$ cat config.mk
export PLATFORM = sky130hd
export DESIGN_NAME = pq_cmd_driver_flat
export DESIGN_NICKNAME = d
export VERILOG_FILES = /design/src/rtl/pq_pkg.sv /design/src/rtl/pq_cmd_driver_if.sv /design/src/rtl/pq_cmd_fifo.sv /design/src/rtl/pq_cmd_driver.sv /design/src/flat_wrapper.sv
export SDC_FILE = /design/constraint.sdc
export NUM_CORES = 1
export LEC_CHECK = 0
export ABC_AREA = 0
export CAP_MARGIN = 20
export CORE_UTILIZATION = 35
export CTS_CLUSTER_DIAMETER = 150
export DETAILED_ROUTE_END_ITERATION = 7
export GPL_ROUTABILITY_DRIVEN = 0
export PLACE_DENSITY = 0.55
export SKIP_CTS_REPAIR_TIMING = 1
export SYNTH_ARGS = -nofsm -noshare
export SYNTH_HDL_FRONTEND = slang
export SYNTH_SLANG_ARGS = --single-unit
export TNS_END_PERCENT = 50
$ cat constraint.sdc
create_clock -name clk -period 6.6 [get_ports clk]
set_clock_uncertainty 0.05 [all_clocks]
set_input_delay 0.99 -clock clk [delete_from_list [all_inputs] [get_ports clk]]
set_output_delay 0.99 -clock clk [all_outputs]
set_load 0.01 [all_outputs]
$ cat src/rtl/pq_pkg.sv
// Shared types for the priority-queue command front-end.
// Key/value layout, opcodes and the buffered command bundle.
package pq_pkg;

  localparam int KEY_WIDTH = 8;
  localparam int VAL_WIDTH = 8;
  localparam int KV_WIDTH  = KEY_WIDTH + VAL_WIDTH;

  typedef logic [KV_WIDTH-1:0] kv_t;

  typedef enum logic [1:0] {
    OP_NOP     = 2'b00,
    OP_ENQ     = 2'b01,
    OP_DEQ     = 2'b10,
    OP_ENQ_DEQ = 2'b11
  } op_t;

  typedef struct packed {
    op_t op;
    kv_t kv;
  } cmd_t;

endpackage

$ cat src/rtl/pq_cmd_driver_if.sv
// Bus bundle between the command driver, its upstream,
// the priority queue it paces and the result consumer.
interface pq_cmd_driver_if;
  import pq_pkg::*;

  logic cmd_valid;
  logic cmd_ready;
  op_t  cmd_op;
  kv_t  cmd_kv;
  logic pq_enq;
  logic pq_deq;
  kv_t  pq_kvi;
  kv_t  pq_kvo;
  logic pq_empty;
  logic pq_full;
  logic res_valid;
  logic res_ready;
  kv_t  res_kv;
  logic busy;

  modport master (
    input  cmd_valid, cmd_op, cmd_kv,
    input  pq_kvo, pq_empty, pq_full,
    input  res_ready,
    output cmd_ready,
    output pq_enq, pq_deq, pq_kvi,
    output res_valid, res_kv, busy
  );

  modport slave (
    output cmd_valid, cmd_op, cmd_kv,
    output pq_kvo, pq_empty, pq_full,
    output res_ready,
    input  cmd_ready,
    input  pq_enq, pq_deq, pq_kvi,
    input  res_valid, res_kv, busy
  );

endinterface

$ cat src/rtl/pq_cmd_fifo.sv
// Synchronous command FIFO; pointers carry an extra
// wrap bit so full and empty are told apart.
module pq_cmd_fifo
  import pq_pkg::*;
#(
  parameter int DEPTH = 4
) (
  input  logic clk,
  input  logic rst_n,
  input  logic push,
  input  cmd_t din,
  input  logic pop,
  output cmd_t head,
  output logic full,
  output logic empty
);

  localparam int AW = $clog2(DEPTH);

  logic [AW:0] wr_ptr;
  logic [AW:0] rd_ptr;
  cmd_t        mem [DEPTH];

  assign empty = (wr_ptr == rd_ptr);
  assign full  = (wr_ptr[AW] != rd_ptr[AW]) &&
                 (wr_ptr[AW-1:0] == rd_ptr[AW-1:0]);
  assign head  = mem[rd_ptr[AW-1:0]];

  // Pointer advance and storage write.
  always_ff @(posedge clk or negedge rst_n) begin
    if (!rst_n) begin
      wr_ptr <= '0;
      rd_ptr <= '0;
      for (int i = 0; i < DEPTH; i++) begin
        mem[i] <= '0;
      end
    end else begin
      if (push) begin
        mem[wr_ptr[AW-1:0]] <= din;
        wr_ptr <= wr_ptr + 1'b1;
      end
      if (pop) begin
        rd_ptr <= rd_ptr + 1'b1;
      end
    end
  end

endmodule

$ cat src/rtl/pq_cmd_driver.sv
// Command front-end for a priority queue: buffers ops,
// paces PQ strobes and holds dequeued results.
module pq_cmd_driver
  import pq_pkg::*;
#(
  parameter int OP_SPACING = 4,
  parameter int CMD_DEPTH  = 4
) (
  input  logic clk,
  input  logic rst_n,
  pq_cmd_driver_if.master bus
);

  typedef enum logic [1:0] {
    ST_IDLE,
    ST_ISSUE,
    ST_GAP
  } state_t;

  localparam logic [3:0] GAP_INIT =
    4'((OP_SPACING > 1) ? OP_SPACING - 2 : 0);

  state_t     state;
  logic [3:0] cnt;
  cmd_t       head;
  cmd_t       din;
  logic       f_full;
  logic       f_empty;
  logic       push;
  logic       pop;
  logic       slot_free;
  logic       elig;
  logic       bypass;

  assign din.op    = bus.cmd_op;
  assign din.kv    = bus.cmd_kv;
  assign push      = bus.cmd_valid && !f_full &&
                     (bus.cmd_op != OP_NOP);
  assign pop       = elig || bypass;
  assign slot_free = !bus.res_valid || bus.res_ready;

  assign bus.cmd_ready = !f_full;
  assign bus.busy      = (state != ST_IDLE) || !f_empty;

  pq_cmd_fifo #(
    .DEPTH (CMD_DEPTH)
  ) u_fifo (
    .clk   (clk),
    .rst_n (rst_n),
    .push  (push),
    .din   (din),
    .pop   (pop),
    .head  (head),
    .full  (f_full),
    .empty (f_empty)
  );

  // Decide whether the head command may go out this cycle.
  always_comb begin
    elig   = 1'b0;
    bypass = 1'b0;
    if (state == ST_IDLE && !f_empty) begin
      unique case (head.op)
        OP_ENQ: elig = !bus.pq_full;
        OP_DEQ: elig = !bus.pq_empty && slot_free;
        OP_ENQ_DEQ: begin
          elig   = !bus.pq_empty && slot_free;
          bypass = bus.pq_empty && slot_free;
        end
        default: ;
      endcase
    end
  end

  // Issue FSM with registered strobes and spacing counter.
  always_ff @(posedge clk or negedge rst_n) begin
    if (!rst_n) begin
      state      <= ST_IDLE;
      cnt        <= '0;
      bus.pq_enq <= 1'b0;
      bus.pq_deq <= 1'b0;
      bus.pq_kvi <= '0;
    end else begin
      unique case (state)
        ST_IDLE: begin
          if (elig) begin
            bus.pq_enq <= head.op[0];
            bus.pq_deq <= head.op[1];
            bus.pq_kvi <= head.op[0] ? head.kv : '0;
            state      <= ST_ISSUE;
          end
        end
        ST_ISSUE: begin
          bus.pq_enq <= 1'b0;
          bus.pq_deq <= 1'b0;
          bus.pq_kvi <= '0;
          if (OP_SPACING == 1) begin
            state <= ST_IDLE;
          end else begin
            state <= ST_GAP;
            cnt   <= GAP_INIT;
          end
        end
        ST_GAP: begin
          if (cnt == 4'd0) begin
            state <= ST_IDLE;
          end else begin
            cnt <= cnt - 4'd1;
          end
        end
        default: state <= ST_IDLE;
      endcase
    end
  end

  // Result slot: a new load wins over a consume.
  always_ff @(posedge clk or negedge rst_n) begin
    if (!rst_n) begin
      bus.res_valid <= 1'b0;
      bus.res_kv    <= '0;
    end else if (state == ST_ISSUE && bus.pq_deq) begin
      bus.res_valid <= 1'b1;
      bus.res_kv    <= bus.pq_kvo;
    end else if (bypass) begin
      bus.res_valid <= 1'b1;
      bus.res_kv    <= head.kv;
    end else if (bus.res_ready) begin
      bus.res_valid <= 1'b0;
    end
  end

endmodule

$ cat src/flat_wrapper.sv
// flat-port wrapper written by rule: the top's interface ports become plain ports
module pq_cmd_driver_flat import pq_pkg::*;
#(
  parameter int OP_SPACING = 4,
  parameter int CMD_DEPTH  = 4
)
  (clk, rst_n, bus_cmd_valid, bus_cmd_op, bus_cmd_kv, bus_pq_kvo, bus_pq_empty, bus_pq_full, bus_res_ready, bus_cmd_ready, bus_pq_enq, bus_pq_deq, bus_pq_kvi, bus_res_valid, bus_res_kv, bus_busy);
  pq_cmd_driver_if bus_i ();
  input  logic clk;
  input  logic rst_n;
  input wire logic [$bits(bus_i.cmd_valid)-1:0] bus_cmd_valid;
  input wire logic [$bits(bus_i.cmd_op)-1:0] bus_cmd_op;
  input wire logic [$bits(bus_i.cmd_kv)-1:0] bus_cmd_kv;
  input wire logic [$bits(bus_i.pq_kvo)-1:0] bus_pq_kvo;
  input wire logic [$bits(bus_i.pq_empty)-1:0] bus_pq_empty;
  input wire logic [$bits(bus_i.pq_full)-1:0] bus_pq_full;
  input wire logic [$bits(bus_i.res_ready)-1:0] bus_res_ready;
  output wire logic [$bits(bus_i.cmd_ready)-1:0] bus_cmd_ready;
  output wire logic [$bits(bus_i.pq_enq)-1:0] bus_pq_enq;
  output wire logic [$bits(bus_i.pq_deq)-1:0] bus_pq_deq;
  output wire logic [$bits(bus_i.pq_kvi)-1:0] bus_pq_kvi;
  output wire logic [$bits(bus_i.res_valid)-1:0] bus_res_valid;
  output wire logic [$bits(bus_i.res_kv)-1:0] bus_res_kv;
  output wire logic [$bits(bus_i.busy)-1:0] bus_busy;
  assign bus_i.cmd_valid = bus_cmd_valid;
  assign bus_i.cmd_op = bus_cmd_op;
  assign bus_i.cmd_kv = bus_cmd_kv;
  assign bus_i.pq_kvo = bus_pq_kvo;
  assign bus_i.pq_empty = bus_pq_empty;
  assign bus_i.pq_full = bus_pq_full;
  assign bus_i.res_ready = bus_res_ready;
  assign bus_cmd_ready = bus_i.cmd_ready;
  assign bus_pq_enq = bus_i.pq_enq;
  assign bus_pq_deq = bus_i.pq_deq;
  assign bus_pq_kvi = bus_i.pq_kvi;
  assign bus_res_valid = bus_i.res_valid;
  assign bus_res_kv = bus_i.res_kv;
  assign bus_busy = bus_i.busy;
  pq_cmd_driver #(.OP_SPACING(OP_SPACING), .CMD_DEPTH(CMD_DEPTH)) u_core (.clk(clk), .rst_n(rst_n), .bus(bus_i));
endmodule
* Yosys cells after proc, flatten, opt, wreduce, memory -nomap -nowiden *
Index checks and enable logic that the tools add are counted.

storage, ports and cells
  output and inout port bits = 37
  bits in registers = 119
  word-level logic and storage cells = 91
  bits of input ports = 40

operators by class
  $lt $le $gt $ge = 3
  reduce and logical (&&, ||, !) cells = 28
  muxes and demuxes = 27
  bitwise operators = 2
  add/sub/neg operators = 3
  eq/ne operators = 11

operators by type and width
  operator               count
  $bwmux W72             1
  $mux W16               4
  $mux W18               3
  $bmux W18 S2           1
  $demux W18 S2          1
  $pmux W16 S2           1
  $reduce_bool A2 Y1     5
  $logic_and A1 B1 Y1    8
  $mux W1                8
  $pmux W4 S2            1
  $add A3 B1 Y3 const B  2
  $eq A2 B2 Y1 const B   3
  $ge A3 B3 Y1 const B   2
  $not A2 Y3             2
  $pmux W1 S2            3
  $pmux W2 S3            1
  $reduce_and A2 Y1      3
  $logic_not A1 Y1       5
  $eq A2 B1 Y1 const B   2
  $logic_not A4 Y1       1
  $mux W2                2
  $mux W4                1
  $ne A2 B1 Y1 const B   2
  $sub A4 B1 Y4 const B  1
  9 further kinds        11

* Logic depth before layout (Yosys ltp) *
  depth in word-level cells = 10
  gate-level depth with buffers = 7
  mapped depth without buffers = 6

* Cells and area by module *
A second synthesis with hierarchy kept.

unflattened totals
  cells, all modules = 355
  area total of the unflattened synthesis = 5459.0 µm²

by module, submodules not included
  module         area each (µm²)  times used  cells an instance  seq. area each (µm²)
  pq_cmd_fifo    3672.3           1           201                1951.9
  pq_cmd_driver  1786.7           1           154                1026.0

* Least setup slack after synthesis *
Ideal clock, no wire load.

  path kind = input-to-reg
  start = in bus_cmd_op[1]
  end = reg u_core.u_fifo.mem[10] (netlist bit)
  data arrival time = 2161 ps
  setup slack = 4265 ps
  library setup time = 125 ps
  buffers on the path = 1
  cell stages on the path = 5
  path through = o21ai_0 > a31oi_4 > nand2_2 > buf_2 > mux2_2

between the ends
  word-level cells in the longest chain between the ends = 2

ends and longest elaborated chain
  element                         line                 text
  start: declaration              flat_wrapper.sv:12   input wire logic [$bits(bus_i.cmd_op)-1:0] bus_cmd_op;
  $reduce_bool A2 Y1              pq_cmd_driver.sv:38  (bus.cmd_op != OP_NOP);
  $logic_and A1 B1 Y1             pq_cmd_driver.sv:37  assign push = bus.cmd_valid && !f_full &&
  end signal: indexed assignment  pq_cmd_fifo.sv:39    mem[wr_ptr[AW-1:0]] <= din;
  end: declaration                pq_cmd_fifo.sv:22    cmd_t mem [DEPTH];

Every way passes these cells.
A chain may end at the register's enable or synchronous reset.

* Final worst setup path *
  start = reg u_core.u_fifo.rd_ptr[0]
  end = out bus_busy

between the ends
  word-level cells in the longest chain between the ends = 3

ends and longest elaborated chain
  element                   line                 text
  start: declaration        pq_cmd_fifo.sv:21    logic [AW:0] rd_ptr;
  start signal: assignment  pq_cmd_fifo.sv:43    rd_ptr <= rd_ptr + 1'b1;
  $eq A3 B3 Y1              pq_cmd_fifo.sv:24    assign empty = (wr_ptr == rd_ptr);
  $logic_not A1 Y1          pq_cmd_driver.sv:43  assign bus.busy = (state != ST_IDLE) || !f_empty;
  $logic_or A1 B1 Y1        pq_cmd_driver.sv:43
  end: declaration          flat_wrapper.sv:24   output wire logic [$bits(bus_i.busy)-1:0] bus_busy;

Every way passes these cells.

==> reports/metrics.yaml <==
yosys:
  synth_area_leaders: "dfrtp_1 54%, mux2_2 15%, mux4_2 7.3%"
  synth.avg_cell_area_um2: 13.12
  synth_compound_area_share_pct: 5.121
  synth_cells: 421
  synthXorXnorAreaFrac_pct: 1.428
  synth-edff-count: 0
  netlist.area_leader.share_pct: 53.93
  synth_area_leader_cell: "dfrtp_1"
  yosysWarnings: 0
  synth.area.mux_share_pct: 26.26
  synth_top_family_by_area: "multiplexers"
  synth_fa_ha_area_share_pct: 1.360
  synth-simple-area-share_pct: 9.177
  netlist_area_mm2: 0.005522
  syn_nets: 467
  synth-async-reset-ratio_pct: 100.0
  synth_seq_cells: 119
  ys_dominant_reg_cell: "dfrtp_1"
  ys_seq_area_share_pct: 53.93
  yosys.cell_types.count: 39
floorplanning:
  die_x_um: 127.6
  fp.dieArea_mm2: 0.01628
  num_io_pins: 77
  row_count: 45
  die_height_um: 127.6
  core_mm2: 0.01531
  start_util_pct: 36.05
grt:
  grt_pass1_wl_um: 20560
  grt_pass1_vias: 3852
  grt_max_degree: 73
  grt_usage_pct: 16.81
  antenna_found_initial: 0
  overflow: 0
drt:
  vias: 3531
  wl_per_cell_um: 17.03
  drtPass1Iterations: 4
  wl_met3_um: 449
  totalWireLength_um: 12290
  antenna_left: 0
  drtIter0Drc: 161
  wl_met2_um: 5768
  via_per_inst: 4.891
  met1Wirelength_um: 5882
  routed.top_layer: "met4"
  drc: 0
sta:
  final.setup.tns_ns: 0
  setup_viol: 0
  relSlewSlack_pct: 37.47
  period_needed_ns: 3.306
  max_slew.worst_pin.slew_ns: 0.9379
  rsz0062_at_grt: "false"
  drv_slew: 0
  final_hold_viol_count: 0
  max_freq_mhz: 302.5
  fin_crit_sh_pct: 50.09
worst_setup_path:
  critPathCapture: "bus_busy"
  cp_cell_sequence: "buf_4 > xnor2_1 > nand4_1 > clkdlybuf4s50_1"
  end_kind: "primary output"
  cp-start-kind: "register"
  crit-reg2reg-capture: "u_core.bus.pq_kvi[6]"
  worst_path_max_delay_cell: "xnor2_1"
  crit_start: "u_core.u_fifo.rd_ptr[0]"
  crit_family: "buffers and inverters"
  crit_cells: 4
  critPathArrivalTime_ns: 2.27
  timing.critical_path.buf_inv: 2
  path_class: "register to primary output"
  slowest_delay_ns: 0.54
  regToRegSetupSlack_ns: 3.56
  worst-path-max-fanout: 23
  r2r-start: "u_core.u_fifo.rd_ptr[0]"
  r2r_cells: 5
  cp.required_ns: 5.56
clocking:
  clk-insertion-delay-late_ns: 0.42
  cts.path.max_buffers: 2
  root_buffer: "clkbuf_16"
  path_clk_slew_ns: 0.05
  clock-sinks: 119
  cts_tree: "done"
  numCtsBuffers: 17
  cts_max_level: 4
placed_design:
  dpl.hpwl_um: 8176
  io_buffer_count: 76
finish:
  diodes: 0
  area_delta_synth_final_pct: 27.10
  drive_above_1_share_pct: 27.98
  fillers: 1429
  final_nets: 544
  final_util_pct: 45.83
power:
  ir_drop_v: 0.0002107
  power.total_uw: 3695
  power.leakage_uw: 0.003048
  power_density_mw_per_mm2: 526.5
status:
  status: "complete, no violations"
run:
  cap_violations: 0
min_path:
  worstHoldPathType: "register to register"
## worst register-to-register path, delay by kind of cell, from the launching register on
kind / cells / cell delay (ns)
AOI/OAI and AO/OA: 2 / 1.24
DFF: 1 / 0.32
muxes: 2 / 0.95
buffers and inverters: 1 / 0.39
## final cells by class
cell class | count | area [um^2] | area share [%]
flip-flops and latches | 119 | 2978 | 42.43
multi-input cells | 271 | 2394 | 34.11
repair buffers | 81 | 799.5 | 11.39
inverters | 8 | 30.03 | 0.4279
clock inverters | 9 | 75.07 | 1.070
well taps | 211 | 264.0 | 3.762
clock buffers | 23 | 478.0 | 6.810
## how the worst min path moves through the flow
| stage | start | end | slack, ns | depth (start not counted) |
|---|---|---|---|---|
| floorplan | u_core.u_fifo.mem[14] | u_core.u_fifo.mem[14] | 0.41 | 1 |
| global placement | u_core.u_fifo.mem[14] | u_core.u_fifo.mem[14] | 0.43 | 1 |
| detailed placement | u_core.u_fifo.mem[14] | u_core.u_fifo.mem[14] | 0.44 | 1 |
| CTS | u_core.u_fifo.mem[14] | u_core.u_fifo.mem[14] | 0.45 | 1 |
| global route | u_core.u_fifo.mem[30] | u_core.u_fifo.mem[30] | 0.46 | 1 |
| finish | u_core.u_fifo.mem[14] | u_core.u_fifo.mem[14] | 0.45 | 1 |
## power by group
| part | switching (uW) | internal [uW] |
|---|---|---|
| registers | 185 | 1070 |
| clock network | 317 | 542 |
| logic | 762 | 814 |
## sequential cells by signal (all words and copies together), names as in the netlist
name                  flops
u_core.u_fifo.mem        72
u_core.bus.pq_kvi        16
u_core.bus.res_kv        16
u_core.cnt                4
u_core.u_fifo.rd_ptr      3
u_core.u_fifo.wr_ptr      3
u_core.state              2
u_core.bus.pq_deq         1
u_core.bus.pq_enq         1
u_core.bus.res_valid      1
## cell usage after synthesis (5+ instances only)
master    count
dfrtp_1     119
nand2_1      74
mux2_2       72
mux2i_1      20
nand3_1      19
mux4_2       18
clkbuf_1     10
o211ai_2     10
buf_2         9
inv_1         8
ha_1          6
o211ai_1      6
xnor2_1       5
## metal layers
layer | track usage, % | up-vias
met4 | 7.266 | 0
li1 | - | 1656
met2 | 26.42 | 69
met3 | 3.685 | 17
met5 | 0 | -
met1 | 22.45 | 1789
## cells by family after synthesis
family | count (synthesis)
AO/OA/AOI/OAI | 28
AND/OR/NAND/NOR | 115
adder cells (fa/ha/maj) | 6
buffers and inverters | 31
flip-flops | 119
XOR/XNOR | 9
multiplexers | 113
## stage by stage
| stage | hold slack, ns | worst slack (ns) | cell area, um^2 | instances |
|---|---|---|---|---|
| 6_report | 0.4458 | 3.294 | 7018 | 722 |
| 5_1_grt | 0.4637 | 3.135 | 7018 | 722 |
| 4_1_cts | 0.4479 | 3.135 | 6999 | 720 |
| 3_5_place_dp | 0.4355 | 2.955 | 6446 | 688 |
| 3_3_place_gp | 0.4253 | 3.049 | 6446 | 688 |
| 2_1_floorplan | 0.4089 | 4.265 | 5522 | 421 |
## cell usage in the layout, fill, tap and decap left out, drive strengths merged, types with 3 or more instances in the layout
master and n:
and2 3, buf 6, clkbuf 23, clkdlybuf4s50 75
clkinv 6, dfrtp 119, ha 6, inv 8
mux2 75, mux2i 20, mux4 18, nand2 78
nand3 19, nor2 4, o211ai 16, o21ai 3
xnor2 5, xor2 4
Note: power is estimated with default switching activity, not from simulation.
